$ cat src/rtl/tdm_scan_sequencer.sv
// tdm_scan_sequencer: sequential front-end for a combinational 4:1 mux.
// Walks the enabled channels in ascending order, holds each select value
// for dwell+1 cycles, captures mux_y on the last cycle, and presents the
// assembled frame on a valid/ready handshake.
// Optional feature: define TDM_ABORT_EN to add an 'abort' input that
// cancels an in-progress scan or pending frame.
module tdm_scan_sequencer #(
    parameter int N_CH    = 4,
    parameter int SEL_W   = 2,
    parameter int DWELL_W = 4
) (
    input  logic               clk,
    input  logic               rst_n,
    input  logic               start,
    input  logic               continuous,
    input  logic [N_CH-1:0]    chan_en,
    input  logic [DWELL_W-1:0] dwell,
    input  logic               mux_y,
`ifdef TDM_ABORT_EN
    input  logic               abort,
`endif
    output logic [SEL_W-1:0]   sel,
    output logic               busy,
    output logic               frame_valid,
    input  logic               frame_ready,
    output logic [N_CH-1:0]    frame_data
);

    typedef enum logic [1:0] {
        ST_IDLE    = 2'd0,
        ST_SETTLE  = 2'd1,
        ST_PRESENT = 2'd2
    } state_t;

    state_t             state_q, state_d;
    logic [SEL_W-1:0]   sel_q, sel_d;
    logic [DWELL_W-1:0] cnt_q, cnt_d;
    logic [DWELL_W-1:0] dwell_q, dwell_d;
    logic [N_CH-1:0]    en_q, en_d;
    logic               cont_q, cont_d;
    logic [N_CH-1:0]    frame_q, frame_d;
    logic               frame_valid_q, frame_valid_d;

    // Enabled channels strictly above the one currently selected.
    logic [N_CH-1:0]    higher_mask;

    // Index of the lowest set bit of a mask (0 when the mask is empty).
    function automatic logic [SEL_W-1:0] lowest_set(input logic [N_CH-1:0] m);
        logic [SEL_W-1:0] r;
        r = '0;
        for (int i = N_CH - 1; i >= 0; i--) begin
            if (m[i]) begin
                r = SEL_W'(i);
            end
        end
        return r;
    endfunction

    genvar gi;
    generate
        for (gi = 0; gi < N_CH; gi++) begin : g_higher
            assign higher_mask[gi] = en_q[gi] & (sel_q < SEL_W'(gi));
        end
    endgenerate

    // Next-state logic for the scan FSM and its datapath registers.
    always_comb begin
        state_d       = state_q;
        sel_d         = sel_q;
        cnt_d         = cnt_q;
        dwell_d       = dwell_q;
        en_d          = en_q;
        cont_d        = cont_q;
        frame_d       = frame_q;
        frame_valid_d = frame_valid_q;

        case (state_q)
            ST_IDLE: begin
                // An empty mask would never produce a frame, so it is not a scan.
                if (start && (|chan_en)) begin
                    en_d    = chan_en;
                    dwell_d = dwell;
                    cont_d  = continuous;
                    sel_d   = lowest_set(chan_en);
                    cnt_d   = dwell;
                    frame_d = '0;
                    state_d = ST_SETTLE;
                end
            end
            ST_SETTLE: begin
                if (cnt_q != '0) begin
                    cnt_d = cnt_q - 1'b1;
                end else begin
                    frame_d[sel_q] = mux_y;
                    if (|higher_mask) begin
                        sel_d = lowest_set(higher_mask);
                        cnt_d = dwell_q;
                    end else begin
                        state_d       = ST_PRESENT;
                        frame_valid_d = 1'b1;
                    end
                end
            end
            ST_PRESENT: begin
                if (frame_ready) begin
                    frame_valid_d = 1'b0;
                    if (cont_q) begin
                        state_d = ST_SETTLE;
                        sel_d   = lowest_set(en_q);
                        cnt_d   = dwell_q;
                        frame_d = '0;
                    end else begin
                        state_d = ST_IDLE;
                    end
                end
            end
            default: begin
                state_d       = ST_IDLE;
                frame_valid_d = 1'b0;
            end
        endcase

`ifdef TDM_ABORT_EN
        // Abort overrides everything above, including a handshake or a start.
        if (abort) begin
            state_d       = ST_IDLE;
            cnt_d         = cnt_q;
            dwell_d       = dwell_q;
            en_d          = en_q;
            cont_d        = cont_q;
            frame_valid_d = 1'b0;
            if (state_q == ST_IDLE) begin
                sel_d   = sel_q;
                frame_d = frame_q;
            end else begin
                sel_d   = '0;
                frame_d = '0;
            end
        end
`endif
    end

    // State and datapath registers, cleared asynchronously.
    always_ff @(posedge clk or negedge rst_n) begin
        if (!rst_n) begin
            state_q       <= ST_IDLE;
            sel_q         <= '0;
            cnt_q         <= '0;
            dwell_q       <= '0;
            en_q          <= '0;
            cont_q        <= 1'b0;
            frame_q       <= '0;
            frame_valid_q <= 1'b0;
        end else begin
            state_q       <= state_d;
            sel_q         <= sel_d;
            cnt_q         <= cnt_d;
            dwell_q       <= dwell_d;
            en_q          <= en_d;
            cont_q        <= cont_d;
            frame_q       <= frame_d;
            frame_valid_q <= frame_valid_d;
        end
    end

    assign sel         = sel_q;
    assign busy        = (state_q != ST_IDLE);
    assign frame_valid = frame_valid_q;
    assign frame_data  = frame_q;

endmodule

$ cat config.mk
export PLATFORM = sky130hd
export DESIGN_NAME = tdm_scan_sequencer
export DESIGN_NICKNAME = d
export VERILOG_FILES = /design/src/rtl/tdm_scan_sequencer.sv
export SDC_FILE = /design/constraint.sdc
export NUM_CORES = 1
export LEC_CHECK = 0
export BUFFER_PORTS_ARGS = -buffer_cell sky130_fd_sc_hd__buf_2
export CAP_MARGIN = 20
export CORE_MARGIN = 10
export CORE_UTILIZATION = 57
export DETAILED_ROUTE_END_ITERATION = 8
export PLACE_DENSITY = 0.8
export SLEW_MARGIN = 20
export SYNTH_ARGS = -nofsm -noshare
export SYNTH_HDL_FRONTEND = slang
export SYNTH_SLANG_ARGS = --single-unit
$ cat constraint.sdc
create_clock -name clk -period 5.7 [get_ports clk]
set_clock_uncertainty 0.15 [all_clocks]
set_input_delay 0.855 -clock clk [delete_from_list [all_inputs] [get_ports clk]]
set_output_delay 0.855 -clock clk [all_outputs]
set_load 0.05 [all_outputs]
==> impl_metrics.toml <==
[sta]
rsz0062_at_grt = "false"
timing_hold_violations_final = 0
final-setup-viol-count = 0
worst_slew_pin_slew_ns = 0.536
fin_ws_ns = 3.23
maxSlewHeadroom_pct = 64.3
fmax_mhz = 405
period_needed_ns = 2.47
maxSlewViolCount = 0
period_share_pct = 43.4
fin_tns_setup_ns = 0

[clocking]
numCtsBuffers = 3
clockBufferDepth = 2
clkTransAtPathRegs_ns = 0.11
cts_root_buf = "clkbuf_4"
clkSinkCount = 22
cts_tree = "built"
holdBufCountCts = 0
insertion_delay_ns = 0.30
cts_resized = 0
ctsHtreeMaxLevel = 1
post_cts_buffers = 0

[power]
p_sw_share_pct = 48.9
p_int_w = 0.000500
power.total_w = 0.000979
powerDensity_mw_per_mm2 = 649
clock_power_share_pct = 7.1
p_leak_nw = 0.695
combPwrFrac_pct = 60.9
sequentialPowerShare_pct = 32.0
power_switching_w = 0.000478
ir_drop_mv = 0.365

[worst_setup_path]
timing.rr.start = "state_q[0]"
path_class = "reg -> out"
cp-start-kind = "register"
arrival_ns = 1.47
worstPathRequired_ns = 4.70
cp_max_fo = 7
critical_path.startpoint = "state_q[0]"
cp-end-kind = "output port"

[placement]
gp_congestion = 0.791
pre_cts_ws_ns = 3.09
hpwl_mm = 2.38
dp_cells = 188
io_buffers = 21

[cells_and_area]
drive_above_1_share_pct = 26.4
nets = 185
area_growth_pct = 10.8
regArea_um2 = 551
multi_input_area_um2 = 753
antenna_cells = 0
final_cells = 191
fillers = 178

[grt]
grt_overflow = 0
grt_pass1_vias = 1150
grt_usage_pct = 14.3
grt_pass1_wl_mm = 5.12
antenna_found_initial = 0
grt_max_degree = 23

[floorplan]
io_pins = 22
dieHeight_um = 68.9
dieWidth_um = 68.9
start_util_pct = 61.0
core_area_mm2 = 0.00223
row_count = 17
die_area_mm2 = 0.00474

[synthesis]
synth.most_common_cell = "dfrtp_1"
netlist.area_leader.share_pct = 40.4
syn_avg_cell_area_um2 = 9.52
synth_area_mm2 = 0.00136
yosysTopAreaCell = "dfrtp_1"
synth-edff-count = 0
synth.area.top_cells = "dfrtp_1 (40%), mux2_2 (9.1%), ha_1 (5.5%), nand2_1 (4.1%), a21oi_1 (3.3%)"
ys_warn_count = 0
seq_area_frac_synth_pct = 40.4
syn_inst = 143
synth.distinct_cells = 39
synth_ff_type = "dfrtp_1"
async_flop_share_pct = 100
synth_common_cells = "dfrtp_1 (22), nand2_1 (15), inv_1 (11), mux2_2 (11), a21oi_1 (9)"
synth-seq-cells = 22
postSynthNetCount = 163

[drt]
vias_per_cell = 6.09
drt_iter0_markers = 84
drt_first_pass_iters = 4
drc_errors = 0
vias = 1163
finalWirelength_mm = 3.10
drtAntennaViolNets = 0
wl_per_cell_um = 16.2

[run_status]
status = "finished, final reports clean"

[flow_run]
drv_cap = 0

[worst_hold_path]
hold_path_class = "in -> async"
-- registers in the layout (all words and copies together), names as in the netlist --
name,count
cnt_q,4
cont_q,1
dwell_q,4
en_q,4
frame_data,4
frame_valid,1
sel,2
state_q,2
-- cell type report --
| class | count | area share [%] |
|---|---|---|
| multi-input combinational | 106 | 50.0 |
| inverter | 11 | 2.74 |
| tap | 28 | 2.32 |
| timing repair buffer | 21 | 6.97 |
| clock buffer | 3 | 1.49 |
| sequential | 22 | 36.5 |
-- metrics by stage --
step,area [µm²],hold slack [ns],util [%]
3_3_place_gp,1490,0.329,66.5
6_report,1510,0.340,67.5
3_5_place_dp,1490,0.338,66.5
2_1_floorplan,1360,0.337,-
5_1_grt,1510,0.334,67.5
4_1_cts,1510,0.347,67.5
-- cell usage in the layout, fill, tap and decap left out, types with 2 or more instances in the layout --
master / n
dfrtp_1: 22
buf_2: 21
nand2_1: 15
inv_1: 11
mux2_2: 11
a21oi_1: 9
o21ai_0: 8
nor2_1: 7
a31oi_1: 7
ha_1: 6
nand3_1: 5
nor3_1: 4
clkbuf_4: 3
nor4_1: 2
nand2b_1: 2
and3_1: 2
or4_1: 2
mux2i_1: 2
o32ai_1: 2
nor3b_1: 2
o211ai_1: 2
-- logic make-up (layout without fill, tap and decap cells) --
group | Yosys count | in the layout | synth area share [%]
compound gates | 39 | 39 | 19.9
fa+ha+maj | 6 | 6 | 5.51
buf+inv | 15 | 35 | 4.23
flops | 22 | 22 | 40.4
mux | 14 | 14 | 11.7
simple gates | 47 | 47 | 18.2
-- power groups by stage --
stage / Combinational (W) / Clock, W / Sequential (W)
floorplan: 0.000420 / 0 / 0.000356
global placement: 0.000576 / 0 / 0.000308
detailed placement: 0.000597 / 0 / 0.000313
CTS: 0.000598 / 0.0000716 / 0.000311
global route: 0.000661 / 0.0000798 / 0.000324
finish: 0.000596 / 0.0000694 / 0.000313
-- routing by layer --
metal / vias up / global-route usage (%) / routed length (µm)
met1: 552 / 16.2 / 1210
met5: - / 0 / 0
met4: 0 / 8.62 / 101
li1: 561 / - / -
met2: 38 / 23.1 / 1600
met3: 12 / 4.51 / 192
-- worst max-delay path: stages, from the launching register on --
cell     delay (ns)
dfrtp_1        0.43
inv_1          0.11
ha_1           0.33
inv_1          0.07
buf_2          0.22
-- worst paths after layout --
check                                endpoint  slack [ns]  cells past startpoint
worst max-delay path                     busy        3.23                      4
worst min-delay path            frame_data[3]        0.34                      1
worst max register to register         sel[1]        3.24                      7
worst min register to register  frame_data[1]        0.37                      2
max in group asynchronous          state_q[0]        4.74                      1
min in group clk                frame_data[1]        0.37                      2
(Power assumes the default switching activity.)
